[src/rtl/fetch_pkg.sv]
// Shared definitions for the fetch stage: FSM state encoding, the IF/ID slot
// layout and the fetch constants (NOP filler, PC increment).
package fetch_pkg;

    typedef enum logic [1:0] {
        ST_FETCH = 2'd0,
        ST_HOLD  = 2'd1,
        ST_DROP  = 2'd2
    } fetch_state_t;

    typedef struct packed {
        logic [31:0] instr;
        logic [31:0] pc4;
    } fetch_slot_t;

    localparam logic [31:0] NOP_INSTR = 32'hE1A0_0000;
    localparam logic [31:0] PC_INC    = 32'd4;

endpackage

[src/rtl/fetch_stage_if.sv]
// Instruction-memory req/ack bus between the fetch stage (master) and the
// instruction memory (slave).
interface fetch_stage_if;
    logic        imem_req;
    logic [31:0] imem_addr;
    logic        imem_ack;
    logic [31:0] imem_rdata;

    modport master (
        output imem_req,
        output imem_addr,
        input  imem_ack,
        input  imem_rdata
    );

    modport slave (
        input  imem_req,
        input  imem_addr,
        output imem_ack,
        output imem_rdata
    );
endinterface

[src/rtl/fetch_stage_if_id_reg.sv]
// IF/ID pipeline register: 32-bit instruction, 32-bit pc+4 and a valid bit,
// with load, hold (neither control) and flush-to-NOP (flush beats load).
module if_id_reg #(
    parameter logic [31:0] P_NOP = 32'hE1A0_0000
) (
    input  logic                  clk,
    input  logic                  reset,
    input  logic                  i_load,
    input  logic                  i_flush,
    input  fetch_pkg::fetch_slot_t i_slot,
    output fetch_pkg::fetch_slot_t o_slot,
    output logic                  o_valid
);
    import fetch_pkg::*;

    fetch_slot_t r_slot;
    logic        r_valid;

    always_ff @(posedge clk) begin
        if (reset) begin
            r_slot.instr <= P_NOP;
            r_slot.pc4   <= '0;
            r_valid      <= 1'b0;
        end else if (i_flush) begin
            // pc4 is left alone: it is meaningless while the slot is empty
            r_slot.instr <= P_NOP;
            r_valid      <= 1'b0;
        end else if (i_load) begin
            r_slot  <= i_slot;
            r_valid <= 1'b1;
        end
    end

    assign o_slot  = r_slot;
    assign o_valid = r_valid;

endmodule

[src/rtl/fetch_stage.sv]
// IF stage: PC, one-outstanding-request fetch FSM, skid buffer and IF/ID register.
// Optional performance counters are built when FETCH_PERF_CNT_EN is defined.
module fetch_stage #(
    parameter logic [31:0] PC_RESET  = 32'h0000_0000,
    parameter logic [31:0] NOP_INSTR = 32'hE1A0_0000
) (
    input  logic                 clk,
    input  logic                 reset,
    fetch_stage_if.master        imem,
    input  logic                 stall,
    input  logic                 branch_taken,
    input  logic [31:0]          branch_target,
    output logic [31:0]          if_id_instr,
    output logic [31:0]          if_id_pc4,
    output logic                 if_id_valid
`ifdef FETCH_PERF_CNT_EN
    ,
    output logic [31:0]          perf_fetched,
    output logic [31:0]          perf_stall,
    output logic [31:0]          perf_flush
`endif
);
    import fetch_pkg::*;

    fetch_state_t r_state;
    logic [31:0]  r_pc;
    logic [31:0]  r_addr;
    logic         r_req;
    fetch_slot_t  r_skid;

    logic         w_ack;
    logic         w_load;
    logic         w_flush;
    logic [31:0]  w_pc_inc;
    fetch_slot_t  w_load_slot;
    fetch_slot_t  w_if_id;

    assign w_ack          = imem.imem_ack & r_req;
    assign w_pc_inc       = r_pc + PC_INC;
    assign imem.imem_req  = r_req;
    assign imem.imem_addr = r_addr;

    always_comb begin
        w_load            = 1'b0;
        w_flush           = 1'b0;
        w_load_slot.instr = imem.imem_rdata;
        w_load_slot.pc4   = w_pc_inc;
        if (branch_taken) begin
            w_flush = 1'b1;
        end else begin
            case (r_state)
                ST_FETCH: begin
                    if (!stall) begin
                        w_load  = w_ack;
                        w_flush = !w_ack;
                    end
                end
                ST_HOLD: begin
                    if (!stall) begin
                        w_load      = 1'b1;
                        w_load_slot = r_skid;
                    end
                end
                default: ;
            endcase
        end
    end

    always_ff @(posedge clk) begin
        if (reset) begin
            r_state <= ST_FETCH;
            r_pc    <= PC_RESET;
            r_addr  <= PC_RESET;
            r_req   <= 1'b0;
            r_skid  <= '0;
        end else if (branch_taken) begin
            r_pc   <= branch_target;
            r_skid <= '0;
            r_req  <= 1'b1;
            // Any request still unacked (also a second redirect while in DROP)
            // must drain before the target address may be issued.
            if (r_req && !w_ack) begin
                r_state <= ST_DROP;
            end else begin
                r_state <= ST_FETCH;
                r_addr  <= branch_target;
            end
        end else begin
            case (r_state)
                ST_FETCH: begin
                    r_req <= 1'b1;
                    if (w_ack) begin
                        r_pc   <= w_pc_inc;
                        r_addr <= w_pc_inc;
                        if (stall) begin
                            r_skid.instr <= imem.imem_rdata;
                            r_skid.pc4   <= w_pc_inc;
                            r_state      <= ST_HOLD;
                            r_req        <= 1'b0;
                        end
                    end
                end
                ST_HOLD: begin
                    if (!stall) begin
                        r_state <= ST_FETCH;
                        r_req   <= 1'b1;
                    end
                end
                ST_DROP: begin
                    if (w_ack) begin
                        r_state <= ST_FETCH;
                        r_addr  <= r_pc;
                    end
                end
                default: r_state <= ST_FETCH;
            endcase
        end
    end

    if_id_reg #(
        .P_NOP (NOP_INSTR)
    ) u_if_id (
        .clk     (clk),
        .reset   (reset),
        .i_load  (w_load),
        .i_flush (w_flush),
        .i_slot  (w_load_slot),
        .o_slot  (w_if_id),
        .o_valid (if_id_valid)
    );

    assign if_id_instr = w_if_id.instr;
    assign if_id_pc4   = w_if_id.pc4;

`ifdef FETCH_PERF_CNT_EN
    logic [31:0] r_perf_fetched;
    logic [31:0] r_perf_stall;
    logic [31:0] r_perf_flush;

    always_ff @(posedge clk) begin
        if (reset) begin
            r_perf_fetched <= '0;
            r_perf_stall   <= '0;
            r_perf_flush   <= '0;
        end else begin
            r_perf_fetched <= r_perf_fetched + {31'd0, w_load & !w_flush};
            r_perf_stall   <= r_perf_stall + {31'd0, stall};
            r_perf_flush   <= r_perf_flush + {31'd0, branch_taken};
        end
    end

    assign perf_fetched = r_perf_fetched;
    assign perf_stall   = r_perf_stall;
    assign perf_flush   = r_perf_flush;
`endif

endmodule

[src/flat_wrapper.sv]
// flat-port wrapper written by rule: the top's interface ports become plain ports
module fetch_stage_flat import fetch_pkg::*;
#(
    parameter logic [31:0] PC_RESET  = 32'h0000_0000,
    parameter logic [31:0] NOP_INSTR = 32'hE1A0_0000
)
  (clk, reset, stall, branch_taken, branch_target, if_id_instr, if_id_pc4, if_id_valid, imem_imem_req, imem_imem_addr, imem_imem_ack, imem_imem_rdata);
  fetch_stage_if imem_i ();
  input  logic clk;
  input  logic reset;
  input  logic stall;
  input  logic branch_taken;
  input  logic [31:0] branch_target;
  output logic [31:0] if_id_instr;
  output logic [31:0] if_id_pc4;
  output logic if_id_valid;
  output wire logic [$bits(imem_i.imem_req)-1:0] imem_imem_req;
  output wire logic [$bits(imem_i.imem_addr)-1:0] imem_imem_addr;
  input wire logic [$bits(imem_i.imem_ack)-1:0] imem_imem_ack;
  input wire logic [$bits(imem_i.imem_rdata)-1:0] imem_imem_rdata;
  assign imem_imem_req = imem_i.imem_req;
  assign imem_imem_addr = imem_i.imem_addr;
  assign imem_i.imem_ack = imem_imem_ack;
  assign imem_i.imem_rdata = imem_imem_rdata;
  fetch_stage #(.PC_RESET(PC_RESET), .NOP_INSTR(NOP_INSTR)) u_core (.clk(clk), .reset(reset), .imem(imem_i), .stall(stall), .branch_taken(branch_taken), .branch_target(branch_target), .if_id_instr(if_id_instr), .if_id_pc4(if_id_pc4), .if_id_valid(if_id_valid));
endmodule
[config.mk]
export PLATFORM = sky130hd
export DESIGN_NAME = fetch_stage_flat
export DESIGN_NICKNAME = d
export VERILOG_FILES = /design/src/rtl/fetch_pkg.sv /design/src/rtl/fetch_stage_if.sv /design/src/rtl/fetch_stage_if_id_reg.sv /design/src/rtl/fetch_stage.sv /design/src/flat_wrapper.sv
export SDC_FILE = /design/constraint.sdc
export NUM_CORES = 1
export LEC_CHECK = 0
export BUFFER_PORTS_ARGS = -buffer_cell sky130_fd_sc_hd__buf_2
export CAP_MARGIN = 20
export CORE_MARGIN = 3
export CORE_UTILIZATION = 50
export CTS_BUF_LIST = sky130_fd_sc_hd__clkbuf_16
export CTS_CLUSTER_DIAMETER = 50
export CTS_CLUSTER_SIZE = 10
export DETAILED_ROUTE_END_ITERATION = 10
export GPL_TIMING_DRIVEN = 0
export PLACE_DENSITY = 0.72
export SETUP_SLACK_MARGIN = 0.05
export SLEW_MARGIN = 20
export SYNTH_ARGS = -nofsm -noshare
export SYNTH_HDL_FRONTEND = slang
export SYNTH_HIERARCHICAL = 1
export SYNTH_SLANG_ARGS = --single-unit
[constraint.sdc]
create_clock -name clk -period 5.25 [get_ports clk]
set_clock_uncertainty 0.1 [all_clocks]
set_input_delay 0.2625 -clock clk [delete_from_list [all_inputs] [get_ports clk]]
set_output_delay 0.2625 -clock clk [all_outputs]
set_load 0.02 [all_outputs]
Word level (Yosys, flattened, before mapping)
Index checks and enable logic that the tools add are counted.

Add/subtract/negate cells: 1. Eq/ne operators: 7. Mux-type cells: 28. Bitwise logic cells: 2. Reduce and logical (&&, ||, !) cells: 15.

Operators with widths (count): 32-bit two-way mux (6); 64-bit two-way mux (3); 32-bit one-hot mux with 2 select lines (1); 32-bit by 3-bit adder with 32-bit output (second input constant) (1); 2-bit two-way mux (6); 1-bit two-way mux (9); 2-bit AND reduction (4); 4-bit AND reduction (2); 3-bit by 2-bit inequality test with 1-bit output (second input constant) (2); 3-bit inequality test (second input constant) (2); 2-bit one-hot mux with 3 select lines (1); 3-bit nonzero test (2); 1-bit one-hot mux with 2 select lines (2); 2-bit nonzero test (2); 2-bit OR reduction (2); 2-bit by 1-bit equality test with 1-bit output (second input constant) (1); 2-bit equality test (second input constant) (1); 2-bit logical NOT (1); 2-bit inequality test (second input constant) (1); 1-bit AND (1); 1-bit logical AND (1); 1-bit logical NOT (1); 1-bit NOT (1).

Register bits: 196. Bits of input ports: 69.

Logic depth before layout (Yosys ltp)
Gate-level depths: netlist of run 1.

Word-level depth: 7. Depth in mapped cells: 11. Depth with buffers taken out: 8.

Modules after synthesis
The synthesis of run 1 kept the hierarchy.

Modules (own cells, without submodules): fetch_stage (instances 1, cells each 910, area each 7025.5 um^2, seq. area each 2622.5 um^2); if_id_reg (instances 1, cells each 253, area each 2660.1 um^2, seq. area each 1301.2 um^2).

Worst setup path before layout of run 1
OpenSTA, ideal clock, no wires.

Kind: reg-to-reg. Start: register u_core.r_pc[3]. End: register u_core.r_pc[30]. Setup time: 0.091 ns. Arrival: 2.561 ns. Required time: 5.059 ns. Path slack: 2.498 ns. Stages on the path, launching flop included: 9. Path buffers: 2. Cell sequence: dfxtp_1 ha_1 nand3_1 or4_4 buf_6 or4_1 buf_2 or4_1 a311oi_1.

Longest elaborated chain between the ends: 4.

RTL lines: start: declaration (RTL line fetch_stage.sv:26) `logic [31:0] r_pc;`; start signal: assignment (RTL line fetch_stage.sv:77) `r_pc <= branch_target;`; start signal: assignment (RTL line fetch_stage.sv:93) `r_pc <= w_pc_inc;`; 32-bit by 3-bit adder with 32-bit output (RTL line fetch_stage.sv:39) `assign w_pc_inc = r_pc + PC_INC;`; 32-bit two-way mux (RTL line fetch_stage.sv:92) `if (w_ack) begin`; 32-bit two-way mux (RTL line fetch_stage.sv:89) `case (r_state)`; 32-bit two-way mux (RTL line fetch_stage.sv:76) `end else if (branch_taken) begin`.

Every way passes these cells. The select of a mux whose other input is x is not followed. A chain may end at the register's enable or synchronous reset.

Worst setup path after layout of run 1
Same ends and word-level chain as after synthesis.

==> impl_metrics.csv, run 1 <==
group,metric,value,unit
run_status,status,"complete, no violations",
clocking,cts_max_path_buffers,2,
layout,synthToLayoutAreaGrowth,21.9,%
layout,final_common_cell,"dfxtp_1",
floorplan,dieWidth,145,µm
clocking,cts_max_level,4,
layout,n_antenna_cell,0,
pwr,p_int,0.00247,W
synthesis,ys_ff_latch,196,
route,ant_nets,0,
placed_design,dp_hpwl,21300,µm
setup_path,crit_top_cell,"or4_1",
timing,finalHoldViolations,0,
synthesis,yosys.area.top_type,"dfxtp_1",
setup_path,critical_path.cell_chain,"ha_1 > nand3_1 > or4_4 > buf_6 > or4_1 > buf_2 > or4_1 > a311oi_1",
clocking,clkLatencyLatePin,440,ps
setup_path,cp-start-kind,"register",
setup_path,crit_fanout,9,
pwr,p_per_area,289,nW/µm²
layout,seq_area,3920,µm²
layout,fill_cells,1718,
setup_path,end_kind,"register",
timing,worst_slew_pin_slew,810,ps
timing,finalCritPeriodShare,58.8,%
clocking,clkTransAtPathRegs,70,ps
placed_design,gp_congestion,0.930,
pwr,power_frac_clock,40.1,%
synthesis,synth_fp_nets,1233,
route,vias,9292,
timing,rsz0062_at_grt,"no",
grt,grtUsageTotal,27.6,%
setup_path,required,5490,ps
synthesis,ys_types,53,
floorplan,die_h,145,µm
worst_hold_path,min_path_type,"input pin to register",
placed_design,io_buffers,166,
synthesis,synth_warnings,6,
synthesis,syn_avg_cell_area,8.33,µm²
route,dr.pass1.iters,5,
pwr,irDropWorstVdd,252,µV
synthesis,synth_top_area_share,40.5,%
timing,drv_slew,0,
grt,grt-ovfl-total,0,
layout,multiInputGateArea,5180,µm²
clocking,clock-sinks,196,
timing,setup_viol,0,
synthesis,synthArstFlopShare,0,%
clocking,cts_tree,"yes",
timing,fmax,324,MHz
grt,grt_pass1_vias,9006,
setup_path,reg2reg_slack,2160,ps
setup_path,arrival,3330,ps
pwr,combinationalPowerShare,14.0,%
clocking,cts.repair.resized,0,
pwr,switching_share,27.4,%
layout,layout_common_cells,"dfxtp_1, buf_2, nor2_1, nand2_1, a21oi_1",
grt,grt_pass1_wl,47400,µm
grt,grt_max_degree,18,
synthesis,syn_area,9690,µm²
placed_design,post-place-cells,1590,
grt,antenna_found_initial,1,
route,initialDrtViolationCount,831,
clocking,numCtsBuffers,17,
pwr,cellLeakagePower,4.48,nW
setup_path,cp_slowest_stage_delay,520,ps
synthesis,synth_edf_count,0,
timing,fin_tns_setup,0,ps
floorplan,die_area,21100,µm²
floorplan,initial_core_util,51.3,%
route,route.detailed.wl_per_inst,18.0,µm
floorplan,core,18900,µm²
floorplan,num_io_pins,167,
timing,slew_headroom,45.5,%
synthesis,synth-seq-area-share,40.5,%
clocking,cts-root-buf,"clkbuf_16",
timing,fin_crit,3090,ps
route,drc,0,
layout,nets,1454,
run,maxCapViolCount,0,
pwr,p_seq_share,45.9,%
floorplan,rows,50,
synthesis,synthTopCellsByArea,"dfxtp_1, a21oi_1, nor2_1",
synthesis,ys.flop_type,"dfxtp_1",
pwr,p_sw,0.000933,W
synthesis,synthCells,1163,
layout,final_cells,1657,
setup_path,crit_slowest_cell,"or4_1",
route,drt_wl_total,29700,µm
route,drt-vias-per-instance,5.61,
setup_path,critPathKind,"register to register",
layout,drive_gt1_share,18.8,%
## cells by family (layout without fill, tap and decap cells)
| kind of cell | count (synthesis) | count (layout) | share of synthesized area [%] |
|---|---|---|---|
| xor+xnor | 81 | 81 | 7.32 |
| fa+ha+maj | 1 | 1 | 0.129 |
| simple gates | 432 | 432 | 22.8 |
| compound gates | 260 | 260 | 15.6 |
| buf+inv | 124 | 358 | 6.03 |
| flops | 196 | 196 | 40.5 |
| mux | 69 | 69 | 7.58 |
## worst paths after layout
path,startpoint,endpoint,cells after the start
worst max-delay path,u_core/r_pc[3],u_core/r_pc[30],8
worst max register to register,u_core/r_pc[3],u_core/r_pc[30],8
worst min-delay path,branch_target[14],u_core/r_pc[14],3
worst min register to register,u_core/imem.imem_addr[6],u_core/imem.imem_addr[6],2
## through the flow
step                      worst slack [ps]  total power (W)  util, %  hold slack [ps]  area, µm²
final                                 2160          0.00341     62.5             27.3      11800
after global routing                  2050          0.00353     62.5             17.4      11800
after CTS                             2200          0.00341     62.5             10.9      11800
after detailed placement              2120          0.00204     57.4              346      10900
after global placement                1870          0.00204     57.4              339      10800
after floorplan                       2500          0.00189        -              263       9690
## registers in the layout, summed over array words and instances (netlist names)
name                    cells
u_core/imem.imem_addr      32
u_core/r_pc                32
u_core/imem.imem_req        1
u_core/u_if_id/o_valid      1
u_core/r_state              2
u_core/u_if_id/o_slot      64
u_core/r_skid              64
## what timing repair did
action	4_1_cts	5_1_grt
hold endpoints to repair	35	0
setup buffers	0	0
hold buffers	35	0
endpoints found under the setup margin	0	0
## synth_stat cells, types with 19 or more instances
cell	n
dfxtp_1	196
nor2_1	136
a21oi_1	123
nand2_1	123
clkbuf_1	88
a211oi_1	49
xor2_1	48
nand2b_1	38
mux2_2	35
mux2i_1	34
nand4bb_1	33
o21ai_1	33
xnor2_1	33
o21ai_0	26
nand3_1	24
nor4_1	19
## area by class of cell
type / count / area share, %
multi-input cells: 843 / 43.9
flip-flops and latches: 196 / 33.2
repair buffers: 202 / 10.0
plain buffers: 117 / 4.73
clock buffers: 17 / 3.60
well taps: 260 / 2.75
clock inverters: 15 / 1.53
inverters: 7 / 0.223
## power by group through the flow
stage	combinational [W]	clock, W	sequential (W)
2_1_floorplan	0.000266	0	0.00162
3_3_place_gp	0.000441	0	0.00160
5_1_grt	0.000512	0.00145	0.00157
4_1_cts	0.000469	0.00138	0.00156
3_5_place_dp	0.000446	0	0.00160
6_report	0.000477	0.00137	0.00156
## critical path, delay by kind of cell, from the launching register on
family / cells / cell delay (ps)
AO/OA/AOI/OAI: 1 / 270
adder cells (fa/ha/maj): 1 / 270
buffers and inverters: 2 / 340
flip-flops: 1 / 420
AND/OR/NAND/NOR: 4 / 1600
## metal layers
metal	track usage (%)	vias to the layer above	wire length (µm)
met1	35.2	4337	12300
met5	0	-	13
met3	6.00	79	2360
li1	-	4486	-
met4	11.3	2	1040
met2	45.4	388	14000
(Power assumes the default switching activity.)
==> run 2, diff against run 1 <==
--- a/config.mk
+++ b/config.mk
@@ -5,6 +5,7 @@
 export SDC_FILE = /design/constraint.sdc
 export NUM_CORES = 1
 export LEC_CHECK = 0
+export ABC_AREA = 1
 export BUFFER_PORTS_ARGS = -buffer_cell sky130_fd_sc_hd__buf_2
 export CAP_MARGIN = 20
 export CORE_MARGIN = 3
==> constraint.sdc (replaced) <==
create_clock -name clk -period 3 [get_ports clk]
set_clock_uncertainty 0.1 [all_clocks]
set_input_delay 0.15 -clock clk [delete_from_list [all_inputs] [get_ports clk]]
set_output_delay 0.15 -clock clk [all_outputs]
set_load 0.02 [all_outputs]
==> run 2 against run 1 <==
First-iteration DRC count up 66%. Final area up 9.3%. Maximum frequency up 18%. Critical endpoint is now u_core/u_if_id/o_slot[12].
==> impl_metrics.csv, run 2 <==
group,metric,value,unit
run_status,status,"complete, no violations",
grt,grt_pass1_vias,10693,
layout,nets,1960,
setup_path,critical_path.cell_chain,"ha_1 > nand3_1 > nor2_2 > nand2_1 > xor2_1 > o21ai_1 > o21ai_0 > inv_1 > nand3_1 > nand2_1 > nor2_1",
clocking,cts_max_level,4,
grt,grtUsageMet2,47.3,%
floorplan,die_h,151,µm
synthesis,synthCells,1637,
clocking,clkLatencyLatePin,440,ps
layout,fill_cells,1930,
timing,fin_crit,2610,ps
setup_path,crit_fanout,7,
setup_path,reg2reg_slack,390,ps
timing,rsz0062_at_grt,"no",
route,vias,11835,
floorplan,initial_core_util,51.4,%
pwr,switching_share,30.8,%
timing,finalCritPeriodShare,87.0,%
placed_design,place_area,11700,µm²
clocking,cts-root-buf,"clkbuf_16",
setup_path,critPathTopFamily,"simple AND/OR/NAND/NOR gates",
layout,drive_gt1_share,16.8,%
pwr,combinationalPowerShare,16.7,%
setup_path,arrival,2890,ps
pwr,p_seq_share,46.1,%
route,ant_nets,0,
grt,grtUsageTotal,29.9,%
pwr,p_per_area,467,nW/µm²
setup_path,path_buf_inv,1,
layout,final_common_cell,"nand2_1",
pwr,p_int,0.00417,W
synthesis,ys_types,37,
setup_path,rr_startpoint,"u_core/r_pc[2]",
timing,finalHoldViolations,0,
route,drc,0,
clocking,cts.repair.resized,0,
synthesis,syn_area,10500,µm²
grt,grtUsageMet1,41.5,%
floorplan,rows,52,
clocking,clkTransAtPathRegs,70,ps
grt,top_usage_layer,"met2",
synthesis,synthTopCellsByArea,"dfxtp_1, nand2_1, o21ai_0",
placed_design,gp_congestion,0.994,
synthesis,synth_warnings,6,
worst_hold_path,min_path_type,"input pin to register",
floorplan,num_io_pins,167,
placed_design,io_buffers,165,
synthesis,synth_top_area_share,37.4,%
layout,layout_common_cells,"nand2_1, buf_2, dfxtp_1, o21ai_0, nor2_1",
setup_path,cp-start-kind,"register",
run,maxCapViolCount,0,
setup_path,reg2reg_to,"u_core/u_if_id/o_slot[12]",
grt,grt-ovfl-total,0,
grt,grt_pass1_wl,54100,µm
clocking,clock-sinks,196,
setup_path,end_kind,"register",
grt,grt_max_degree,20,
clocking,cts_max_path_buffers,2,
setup_path,cp_slowest_stage_delay,500,ps
layout,design_area,12900,µm²
grt,grt_use_met3,4.67,%
timing,worst_slew_pin_slew,907,ps
worst_hold_path,holdPathStages,4,
timing,fin_tns_setup,0,ps
route,initialDrtViolationCount,1382,
route,drt_wl_total,34600,µm
pwr,cellLeakagePower,5.77,nW
setup_path,r2r_cells,11,
floorplan,die_area,22800,µm²
synthesis,synth_fp_nets,1707,
placed_design,dp_hpwl,25200,µm
clocking,numCtsBuffers,17,
synthesis,yosys.area.top_type,"dfxtp_1",
pwr,irDropWorstVdd,391,µV
pwr,p_sw,0.00186,W
synthesis,synth-seq-area-share,37.4,%
route,route.detailed.wl_per_inst,15.9,µm
route,drt-vias-per-instance,5.45,
synthesis,ys.flop_type,"dfxtp_1",
synthesis,syn_avg_cell_area,6.41,µm²
layout,n_antenna_cell,0,
setup_path,crit_slowest_cell,"dfxtp_1",
layout,synthToLayoutAreaGrowth,23.0,%
synthesis,synthMostInstantiatedCell,"nand2_1",
timing,drv_slew,0,
timing,setup_viol,0,
synthesis,ys_ff_latch,196,
synthesis,synth_common_cells,"nand2_1, dfxtp_1, o21ai_0",
synthesis,synth_edf_count,0,
clocking,cts_tree,"yes",
worst_hold_path,hold_start,"branch_taken",
timing,fmax,383,MHz
floorplan,dieWidth,151,µm
setup_path,required,3280,ps
route,dr.pass1.iters,6,
synthesis,synthArstFlopShare,0,%
floorplan,core,20400,µm²
timing,slew_headroom,39.0,%
pwr,power_frac_clock,37.2,%
setup_path,critPathKind,"register to register",
grt,antenna_found_initial,0,
worst_hold_path,hold_path_end,"u_core/r_pc[12]",
==> run 2: cell count changes in the layout (fill, tap and decap cells not counted), sizes merged, moves of 31 or more <==
| cell | change |
|---|---|
| clkbuf | -42 |
| a211oi | -45 |
| inv | +153 |
| xnor2 | -31 |
| nand2 | +374 |
| o21ai | +134 |
| dlygate4sd3 | +34 |
| nand3 | +89 |
| mux2 | -35 |
| nand2b | -36 |
| nand4bb | -33 |
| mux2i | -32 |
| nor2 | +36 |
| xor2 | -45 |
==> run 2: cell families after synthesis <==
logic type / share of synthesized area (%)
AOI/OAI and AO/OA: 19.2
and+or+nand+nor: 32.4
adders and majority gates: 0.119
buffers and inverters: 10.3
DFF: 37.4
xor gates and xnor gates: 0.417
muxes: 0.191
==> run 2: what timing repair did <==
action | CTS | global route
endpoints found under the setup margin | 0 | 0
setup buffers | 0 | 0
hold buffers | 69 | 0
hold endpoints to repair | 84 | 0
==> run 2: metal layers <==
layer  vias to the layer above  part of all wire [%]
met2                       538                    46
met1                      5463                    43
met5                         -                     0
met3                        74                   8.9
met4                         0                   2.7
li1                       5760                     -
==> run 2: how the worst max path moves through the flow <==
| stage | startpoint | end | slack [ps] | depth (start not counted) |
|---|---|---|---|---|
| 3_3_place_gp | u_core/r_pc[2] | u_core/u_if_id/o_slot[12] | 520 | 11 |
| 4_1_cts | u_core/r_pc[2] | u_core/u_if_id/o_slot[12] | 450 | 11 |
| 5_1_grt | u_core/r_pc[2] | u_core/u_if_id/o_slot[12] | 250 | 11 |
| 3_5_place_dp | u_core/r_pc[2] | u_core/u_if_id/o_slot[12] | 490 | 11 |
| 6_report | u_core/r_pc[2] | u_core/u_if_id/o_slot[12] | 390 | 11 |
| 2_1_floorplan | u_core/imem.imem_req | u_core/u_if_id/o_valid | 1060 | 7 |
==> run 2: power groups by stage <==
stage / logic, W / clock network (W) / registers, W
finish: 0.00101 / 0.00224 / 0.00278
global route: 0.00111 / 0.00238 / 0.00279
global placement: 0.000903 / 0 / 0.00284
CTS: 0.000987 / 0.00227 / 0.00278
floorplan: 0.000548 / 0 / 0.00289
detailed placement: 0.000915 / 0 / 0.00284
==> run 2: layout make-up <==
cell class              instances  area [µm²]  area share, %
plain buffers                 100         499           3.87
repair buffers                234        1520           11.7
clock buffers                  17         425           3.29
inverters                     154         578           4.48
well taps                     270         338           2.62
clock inverters                15         138           1.07
flip-flops and latches        196        3920           30.4
multi-input cells            1187        5490           42.5
==> run 2: stage by stage <==
stage	setup slack (ps)	hold slack [ps]	cells	power (W)	utilization, %
after floorplan	1060	171	1637	0.00344	-
after global placement	519	322	2072	0.00374	57.1
after detailed placement	494	330	2072	0.00375	57.1
after CTS	454	0.562	2173	0.00604	63.2
after global routing	252	33.4	2173	0.00628	63.2
final	389	11.5	2173	0.00603	63.2
==> run 2: worst reg2reg max path, stage by stage, from the launching register on <==
cell	delay (ps)
dfxtp_1	500
ha_1	260
nand3_1	150
nor2_2	160
nand2_1	210
xor2_1	470
o21ai_1	130
o21ai_0	310
inv_1	80
nand3_1	70
nand2_1	50
nor2_1	70
